**src/rtl/i2s_rx_deser.sv**
```systemverilog
`default_nettype none
// ============================================================================
//  Module   : i2s_rx_deser
//  Purpose  : I2S serial-to-parallel receiver. Frames the bit stream with ws
//             (Philips, left- or right-justified; 16 or 32-bit slots) and
//             hands MSB-aligned 32-bit words to a DEPTH-entry valid/ready
//             buffer.
//  Revision : 1.0 - initial release
// ============================================================================
module i2s_rx_deser #(
    parameter int DEPTH = 2
) (
    input  logic        rclk,
    input  logic        rst,
    input  logic        sd,
    input  logic        ws,
    input  logic [1:0]  standard,
    input  logic        stereo,
    input  logic        frame_size,
    output logic [31:0] dout,
    output logic        dout_ch,
    output logic        dout_valid,
    input  logic        dout_ready,
    output logic        overrun,
    output logic        sync_err
);

    localparam int                c_PTR_W = $clog2(DEPTH);
    localparam int                c_CNT_W = c_PTR_W + 1;
    localparam logic [c_CNT_W-1:0] c_FULL = c_CNT_W'(DEPTH);

    typedef enum logic [1:0] {
        ST_SYNC  = 2'd0,
        ST_ALIGN = 2'd1,
        ST_SHIFT = 2'd2
    } state_t;

    // ------------------------------------------------------------------
    // Framer state. Slot controls are latched at slot start so a control
    // change in mid-slot only affects the following slot.
    // ------------------------------------------------------------------
    state_t      state_q, state_d;
    logic        ws_q;
    logic [5:0]  cnt_q, cnt_d;
    logic [31:0] shreg_q, shreg_d;
    logic        ch_q, ch_d;
    logic        phil_q, phil_d;
    logic        rj_q, rj_d;
    logic        w32_q, w32_d;
    logic        stereo_q, stereo_d;
    logic        sync_err_q, sync_err_d;

    logic        w_edge;
    logic [31:0] w_shift;
    logic [31:0] w_word;
    logic [5:0]  w_slot_len;
    logic [5:0]  w_cnt_inc;
    logic        w_active;
    logic        w_in_phil;
    logic        w_in_rj;
    logic        w_push;

    assign w_edge     = (ws != ws_q);
    assign w_shift    = {shreg_q[30:0], sd};
    assign w_slot_len = w32_q ? 6'd32 : 6'd16;
    assign w_cnt_inc  = cnt_q + 6'd1;
    assign w_active   = (cnt_q < w_slot_len);
    // Encoding 11 falls back to Philips.
    assign w_in_rj    = (standard == 2'b10);
    assign w_in_phil  = (standard != 2'b01) && (standard != 2'b10);
    // The shift register always holds the most recent bits of the slot, so
    // the low 16 bits are the whole 16-bit slot or the tail of a 32-bit
    // right-justified slot.
    assign w_word     = (w32_q && !rj_q) ? w_shift : {w_shift[15:0], 16'h0000};

    // Next-state logic for the framer, including the push strobe.
    always_comb begin
        state_d    = state_q;
        cnt_d      = cnt_q;
        shreg_d    = shreg_q;
        ch_d       = ch_q;
        phil_d     = phil_q;
        rj_d       = rj_q;
        w32_d      = w32_q;
        stereo_d   = stereo_q;
        sync_err_d = 1'b0;
        w_push     = 1'b0;

        case (state_q)
            ST_ALIGN: begin
                shreg_d = w_shift;
                cnt_d   = 6'd1;
                state_d = ST_SHIFT;
            end
            ST_SHIFT: begin
                // In Philips mode the bit under the ws edge still belongs to
                // the slot that is ending.
                if (w_active && (!w_edge || phil_q)) begin
                    shreg_d = w_shift;
                    cnt_d   = w_cnt_inc;
                    if (w_cnt_inc == w_slot_len) begin
                        w_push = !ch_q || stereo_q;
                    end
                end
                if (w_edge && w_active && !(phil_q && (w_cnt_inc == w_slot_len))) begin
                    sync_err_d = 1'b1;
                end
            end
            default: begin
                state_d = ST_SYNC;
            end
        endcase

        // A ws edge starts a new slot (ALIGN passes straight through).
        if (w_edge && (state_q != ST_ALIGN)) begin
            ch_d     = ws;
            phil_d   = w_in_phil;
            rj_d     = w_in_rj;
            w32_d    = frame_size;
            stereo_d = stereo;
            if (w_in_phil) begin
                state_d = ST_ALIGN;
                cnt_d   = 6'd0;
            end else begin
                state_d = ST_SHIFT;
                shreg_d = {31'h0, sd};
                cnt_d   = 6'd1;
            end
        end
    end

    // Framer registers.
    always_ff @(posedge rclk) begin
        if (!rst) begin
            state_q    <= ST_SYNC;
            ws_q       <= 1'b0;
            cnt_q      <= 6'd0;
            shreg_q    <= 32'h0;
            ch_q       <= 1'b0;
            phil_q     <= 1'b0;
            rj_q       <= 1'b0;
            w32_q      <= 1'b0;
            stereo_q   <= 1'b0;
            sync_err_q <= 1'b0;
        end else begin
            state_q    <= state_d;
            ws_q       <= ws;
            cnt_q      <= cnt_d;
            shreg_q    <= shreg_d;
            ch_q       <= ch_d;
            phil_q     <= phil_d;
            rj_q       <= rj_d;
            w32_q      <= w32_d;
            stereo_q   <= stereo_d;
            sync_err_q <= sync_err_d;
        end
    end

    // ------------------------------------------------------------------
    // Output buffer: circular store of {channel, word}.
    // ------------------------------------------------------------------
    logic [32:0]        mem_q [DEPTH];
    logic [c_PTR_W-1:0] wr_ptr_q;
    logic [c_PTR_W-1:0] rd_ptr_q;
    logic [c_CNT_W-1:0] count_q;
    logic               overrun_q;
    logic               w_pop;
    logic               w_wr;

    assign w_pop = (count_q != '0) && dout_ready;
    // A pop in the same cycle frees the slot, so a full buffer still accepts.
    assign w_wr  = w_push && ((count_q != c_FULL) || w_pop);

    // Buffer storage, pointers, occupancy and the sticky overrun flag.
    always_ff @(posedge rclk) begin
        if (!rst) begin
            for (int i = 0; i < DEPTH; i++) begin
                mem_q[i] <= 33'h0;
            end
            wr_ptr_q  <= '0;
            rd_ptr_q  <= '0;
            count_q   <= '0;
            overrun_q <= 1'b0;
        end else begin
            if (w_wr) begin
                mem_q[wr_ptr_q] <= {ch_q, w_word};
                wr_ptr_q        <= wr_ptr_q + c_PTR_W'(1);
            end
            if (w_pop) begin
                rd_ptr_q <= rd_ptr_q + c_PTR_W'(1);
            end
            case ({w_wr, w_pop})
                2'b10:   count_q <= count_q + c_CNT_W'(1);
                2'b01:   count_q <= count_q - c_CNT_W'(1);
                default: count_q <= count_q;
            endcase
            if (w_push && !w_wr) begin
                overrun_q <= 1'b1;
            end
        end
    end

    assign dout       = mem_q[rd_ptr_q][31:0];
    assign dout_ch    = mem_q[rd_ptr_q][32];
    assign dout_valid = (count_q != '0);
    assign overrun    = overrun_q;
    assign sync_err   = sync_err_q;

endmodule
`default_nettype wire

```
**config.mk**
```make
export PLATFORM = sky130hd
export DESIGN_NAME = i2s_rx_deser
export DESIGN_NICKNAME = d
export VERILOG_FILES = /design/src/rtl/i2s_rx_deser.sv
export SDC_FILE = /design/constraint.sdc
export NUM_CORES = 1
export LEC_CHECK = 0
export ABC_CLOCK_PERIOD_IN_PS = 14100
export CAP_MARGIN = 20
export CORE_MARGIN = 4
export CORE_UTILIZATION = 60
export DETAILED_ROUTE_END_ITERATION = 16
export GPL_TIMING_DRIVEN = 0
export PLACE_DENSITY = 0.89
export RECOVER_POWER = 50
export REMOVE_ABC_BUFFERS = 1
export SKIP_LAST_GASP = 1
export SLEW_MARGIN = 25
export SYNTH_ARGS = -nofsm -noshare
export SYNTH_HDL_FRONTEND = slang
export SYNTH_SLANG_ARGS = --single-unit
```
**constraint.sdc**
```tcl
create_clock -name rclk -period 14.1 [get_ports rclk]
set_clock_uncertainty 0.05 [all_clocks]
set_input_delay 2.82 -clock rclk [delete_from_list [all_inputs] [get_ports rclk]]
set_output_delay 2.82 -clock rclk [all_outputs]
set_load 0.05 [all_outputs]
```
==> metrics, run 1 <==
outcome finished with violations; violated checks max-capacitance violations, max-slew violations; Core Area 0.00868 sq mm; Worst-path clk slew 0.06 ns; # DRC 0; Peak supply drop 0.0944 mV; H-tree levels 4; Inserted Clock Buffers 17; layout cells sized above 1 15.7%; CP cell instances dlygate4sd3_1 > xnor2_1 > o2111ai_1 > a21o_1 > or4b_2 > clkbuf_1 > o21ai_4 > buf_16; achievable frequency 135 MHz; PwrDens 142 mW/mm^2; crit-path leading delay family buffers and inverters; Hold Path Class reg -> reg; Die Height 102 um; Main synth FF type edfxtp_1; mux share of post-synthesis cell area 10.2%; register-to-register setup slack 8.70 ns; Starting DRT DRC Count 305; Slew Limit Fails 115; Layout area overhead 20.3%; critical path type in -> reg; top cells by area, synth edfxtp_1, dfxtp_1, mux2_2; leakage 2.20 nW; PortBufs 44; final hold vios 0; Critical Path Source ws; maxcap violations 2; CP arrival 7.60 ns; Die W 102 um; delay of the slowest critical-path stage 2.21 ns; post-synthesis compound-gate area fraction 9.87%; die area 0.0104 sq mm; fin crit period 7.39 ns; Avg WL per Cell 19.4 um; Tightest Pin Transition 3.17 ns; CTS tree yes; n_diodes 0; Post-Syn Instances 472; gr usage total 24.6%; Worst R2R Path Depth 8; largest family of logic cells by synthesized area simple AND/OR/NAND/NOR gates; Simple-Gate Fraction of Synth Area 16.2%; final period utilization 52.4%; DP HPWL 7.06 mm; vias per std cell 6.30; RSZ-0062 raised after global routing no; crit start category primary input; peak fanout along the critical path 70; Yosys top cell by area edfxtp_1; first-pass GRT wire length 19.5 mm; Yosys Warn Count 0; hold bufs inserted after CTS 0; Adder-Cell Fraction of Synth Area 1.65%; Post-synth EDFFs 66; WL final 12.1 mm; clk root buf clkbuf_8; clk sinks 118; Setup Viol. Count Final 0; Post-Synth XOR/XNOR Area 0.823%; critical path depth in cells 8; CP endpoint mem_q[0][0]; hold_sp overrun; routability cong. 0.885; number of global-route vias before repair 3822; global route total overflow 0; post-synth top area share 37.2%; # rows 34; Vias 3928; DRT antenna net count 0; drt first pass iters 7; pin count of the biggest net entering global routing 71; fraction of registers with async set/reset 0%; I/O pin cnt 45; Req. time, crit path 14.31 ns; endpoint class of the critical path register; CTS max path bufs 2; initial antenna violation count 0; clk_lat worst skew 0.51 ns; CTS resizes 0; sequential fraction of the synthesis area 56.8%; Final Power 910 uW; crit path max-delay cell type clkbuf_1; Starting Density 61.3%; Max transition margin -111%; Buf/Inv on CP 3; fin nets 518; Post-CTS Setup Inserts 0; Mean Syn Cell Area 11.3 sq um; setup TNS 0 ns; flops & latches, synth 118; RR Endpoint mem_q[0][0]; reg-to-reg critical path startpoint cnt_q[0]; Cell Area, Synth 0.00532 sq mm; Yosys cell types 49; most frequent cells in the layout nor3_1, edfxtp_1, dfxtp_1
==> worst min-delay path by stage <==
stage / end / cells past startpoint / slack, ns
floorplan: rj_q / 2 / 0.39
global placement: overrun / 1 / 0.40
detailed placement: stereo_q / 2 / 0.41
CTS: stereo_q / 2 / 0.42
global route: stereo_q / 2 / 0.43
finish: overrun / 1 / 0.42
==> worst reg2reg max path, delay by kind of cell (launching register included) <==
kind / cells / cell delay, ns
and+or+nand+nor: 2 / 0.46
adders and majority gates: 1 / 0.41
AOI/OAI and AO/OA: 3 / 1.11
DFF: 1 / 0.52
buffers and inverters: 2 / 2.59
==> where the power goes <==
part / internal [mW] / switching, mW
Sequential: 0.375 / 0.00626
Combinational: 0.0244 / 0.0533
Clock: 0.293 / 0.159
Total: 0.692 / 0.218
==> cell type report <==
| class | count | area (sq um) |
|---|---|---|
| clock buffers | 18 | 428 |
| clock inverters | 14 | 199 |
| fillers | 573 | 2280 |
| inverters | 9 | 33.8 |
| multi-input cells | 308 | 2070 |
| flip-flops and latches | 118 | 3020 |
| well taps | 108 | 135 |
| repair buffers | 48 | 508 |
==> synth_stat cells (4+ instances only) <==
library cell,n
a21boi_0,9
a22oi_1,30
and2_1,5
and3b_1,5
buf_6,8
clkbuf_1,26
dfxtp_1,52
edfxtp_1,66
ha_1,7
inv_1,9
mux2_2,33
mux2i_1,17
nand2_1,35
nor2_1,40
nor3_1,63
nor3_2,5
o211ai_1,4
o21ai_0,8
xnor2_1,4
==> metal layers <==
layer,part of all wire [%],vias up,GRT usage (%)
met5,0,-,0
met2,53,174,43.5
met4,1.9,0,7.47
li1,-,1811,-
met3,6.5,27,6.14
met1,39,1916,29.6
==> metrics by stage <==
step	std cells	hold slack, ns	util, %	setup slack (ns)	cell area (sq um)
after floorplan	435	0.388	-	6.24	5120
after global placement	587	0.401	65.6	4.09	5690
after detailed placement	591	0.409	67.1	7.83	5830
after CTS	623	0.417	74.4	8.34	6450
after global routing	623	0.435	73.8	6.36	6400
final	623	0.421	73.8	6.71	6400
==> kinds of logic after synthesis <==
| group | Yosys count |
|---|---|
| simple gates | 174 |
| flops | 118 |
| buf+inv | 46 |
| mux | 50 |
| compound gates | 72 |
| xor+xnor | 5 |
| fa+ha+maj | 7 |
==> state kept, by name, summed over array words and instances (netlist names), 2 cells and up, named ones only <==
name	cells
cnt_q	6
count_q	2
shreg_q	31
state_q	2
mem_q	66
Power figures use the tool's default switching activity.
==> run 2, diff against run 1 <==
--- a/config.mk
+++ b/config.mk
@@ -5,13 +5,13 @@
 export SDC_FILE = /design/constraint.sdc
 export NUM_CORES = 1
 export LEC_CHECK = 0
-export ABC_CLOCK_PERIOD_IN_PS = 14100
+export ABC_CLOCK_PERIOD_IN_PS = 7100
 export CAP_MARGIN = 20
 export CORE_MARGIN = 4
-export CORE_UTILIZATION = 60
+export CORE_UTILIZATION = 58
 export DETAILED_ROUTE_END_ITERATION = 16
 export GPL_TIMING_DRIVEN = 0
-export PLACE_DENSITY = 0.89
+export PLACE_DENSITY = 0.87
 export RECOVER_POWER = 50
 export REMOVE_ABC_BUFFERS = 1
 export SKIP_LAST_GASP = 1
==> constraint.sdc (replaced) <==
create_clock -name rclk -period 7.1 [get_ports rclk]
set_clock_uncertainty 0.05 [all_clocks]
set_input_delay 1.42 -clock rclk [delete_from_list [all_inputs] [get_ports rclk]]
set_output_delay 1.42 -clock rclk [all_outputs]
set_load 0.05 [all_outputs]
==> run 2 against run 1 <==
  * The flow still finishes with violations (max-capacitance violations, max-slew violations)
  * Non-clock buffer count is 1 higher
  * Register-to-register slack worse by 5.2 ns
  * Worst hold slack worse by 0.015 ns
  * Sequential share of layout area increased by 0.21 points
  * Highest routed layer unchanged
  * Routed wire length fell by 1.7%
  * Total power rose by 86%
  * Global-route usage shrank 1.6 points
  * Via count down 0.18%
  * Die area up 3.2%
==> metrics, run 2 (synthesis gave the netlist of run 1 again) <==
gr usage total 23.0% (-1.6 points); n_diodes 0 (unchanged); Avg WL per Cell 19.1 um (-1.9%); H-tree levels 4 (unchanged); most frequent cells in the layout nor3_1, edfxtp_1, dfxtp_1; outcome finished with violations; most common cell after layout, fill and taps aside nor3_1; final period utilization 63.0%; final hold vios 0 (unchanged); clk_lat worst skew 0.52 ns (about the same); Vias 3921 (-0.18%); endpoint class of the critical path register; Slew Limit Fails 44 (-62%); Layout area overhead 19.7%; Starting DRT DRC Count 257 (-16%); Final Cell Area 0.00637 sq mm (-0.45%); violated checks max-capacitance violations, max-slew violations; first-pass GRT wire length 19.8 mm (+1.7%); fin crit period 4.47 ns; crit start category primary input; peak fanout along the critical path 69 (-1.4%); achievable frequency 224 MHz; Die W 104 um (+1.6%); DRT antenna net count 0 (unchanged); Worst-path clk slew 0.06 ns (about the same); setup TNS 0 ns (unchanged); cell total after placement 592 (+0.17%); pin count of the biggest net entering global routing 70 (-1.4%); Die Height 104 um (+1.6%); CP arrival 4.64 ns (-2.96 ns); RSZ-0062 raised after global routing no; # rows 34 (unchanged); Tightest Pin Transition 1.96 ns (-1.21 ns); vias per std cell 6.28 (-0.34%); initial antenna violation count 0 (unchanged); maxcap violations 1 (-1); PortBufs 44 (unchanged); filler cell count 573 (unchanged); I/O pin cnt 45 (unchanged); PwrDens 266 mW/mm^2 (+87%); Peak supply drop 0.186 mV (+97%); DP HPWL 7.01 mm (-0.78%); Starting Density 60.4% (-0.89 points); number of global-route vias before repair 4050 (+6.0%); number of flip-flops in the largest register 66 (unchanged); drt first pass iters 5 (-2); DP Area 0.00587 sq mm (+0.69%); Top Registers mem_q: 66 flops, shreg_q: 31 flops, cnt_q: 6 flops; Req. time, crit path 7.27 ns (-7.04 ns); Max transition margin -30.5% (+81 points); fin nets 519 (+0.19%); hold bufs inserted after CTS 0 (unchanged); CTS resizes 0 (unchanged); WL final 11.9 mm (-1.7%); routability cong. 0.813 (-8.1%); clk root buf clkbuf_8; layout cells sized above 1 14.5% (-1.2 points); clk sinks 118 (unchanged); CTS max path bufs 2 (unchanged); Storage cell area 0.00302 sq mm (unchanged); global route total overflow 0 (unchanged); Hold Path Class reg -> reg; Post-CTS Setup Inserts 0 (unchanged); Hold WS 0.406 ns (-0.0149 ns); Util after Layout 72.4% (-1.4 points); Setup Viol. Count Final 0 (unchanged); Core Area 0.00881 sq mm (+1.5%); area of the multi-input gates 0.00207 sq mm (-0.24%); Inserted Clock Buffers 17 (unchanged); Most flops, register mem_q; leakage 2.21 nW (+0.32%); non-filler cells in the finished layout 624 (+0.16%); # DRC 0 (unchanged); die area 0.0108 sq mm (+3.2%); critical path type in -> reg; CTS tree yes
run 2: report_power, final:
group / internal [mW] / total [mW] / switching, mW
combinational: 0.0481 / 0.153 / 0.105
clock: 0.492 / 0.782 / 0.290
sequential: 0.745 / 0.758 / 0.0128
run 2: through the flow:
step	worst slack, ns	total power [mW]
2_1_floorplan	0.636	0.866
3_3_place_gp	-1.66	0.913
3_5_place_dp	2.33	0.924
4_1_cts	2.79	1.70
5_1_grt	2.55	1.74
6_report	2.63	1.69
run 2: per-layer routing:
metal | track usage [%] | up-vias | wire, um
li1 | - | 1807 | -
met1 | 27.5 | 1878 | 4760
met2 | 37.6 | 180 | 5950
met3 | 6.65 | 56 | 757
met4 | 12.6 | 0 | 431
met5 | 0 | - | 0
run 2: worst paths after layout:
check	from	end	slack, ns	depth (start not counted)
min reg2reg	overrun	overrun	0.41	1
min	overrun	overrun	0.41	1
max	ws	mem_q[1][7]	2.63	8
max reg2reg	w32_q	mem_q[1][7]	3.52	9
run 2: layout make-up:
class                      count  area share (%)
clock buffer                  20            6.68
clock inverter                12            1.79
tap                          108            2.12
timing repair buffer          49            8.97
sequential                   118            47.5
multi-input combinational    308            32.5
inverter                       9           0.530
run 2: critical path: stages:
cell and delay, ns:
dlygate4sd3_1 0.64, xnor2_1 0.37, o2111ai_1 0.29, a21o_1 0.26, or4b_1 0.59, buf_16 0.26
o21ai_4 0.52, buf_16 0.25
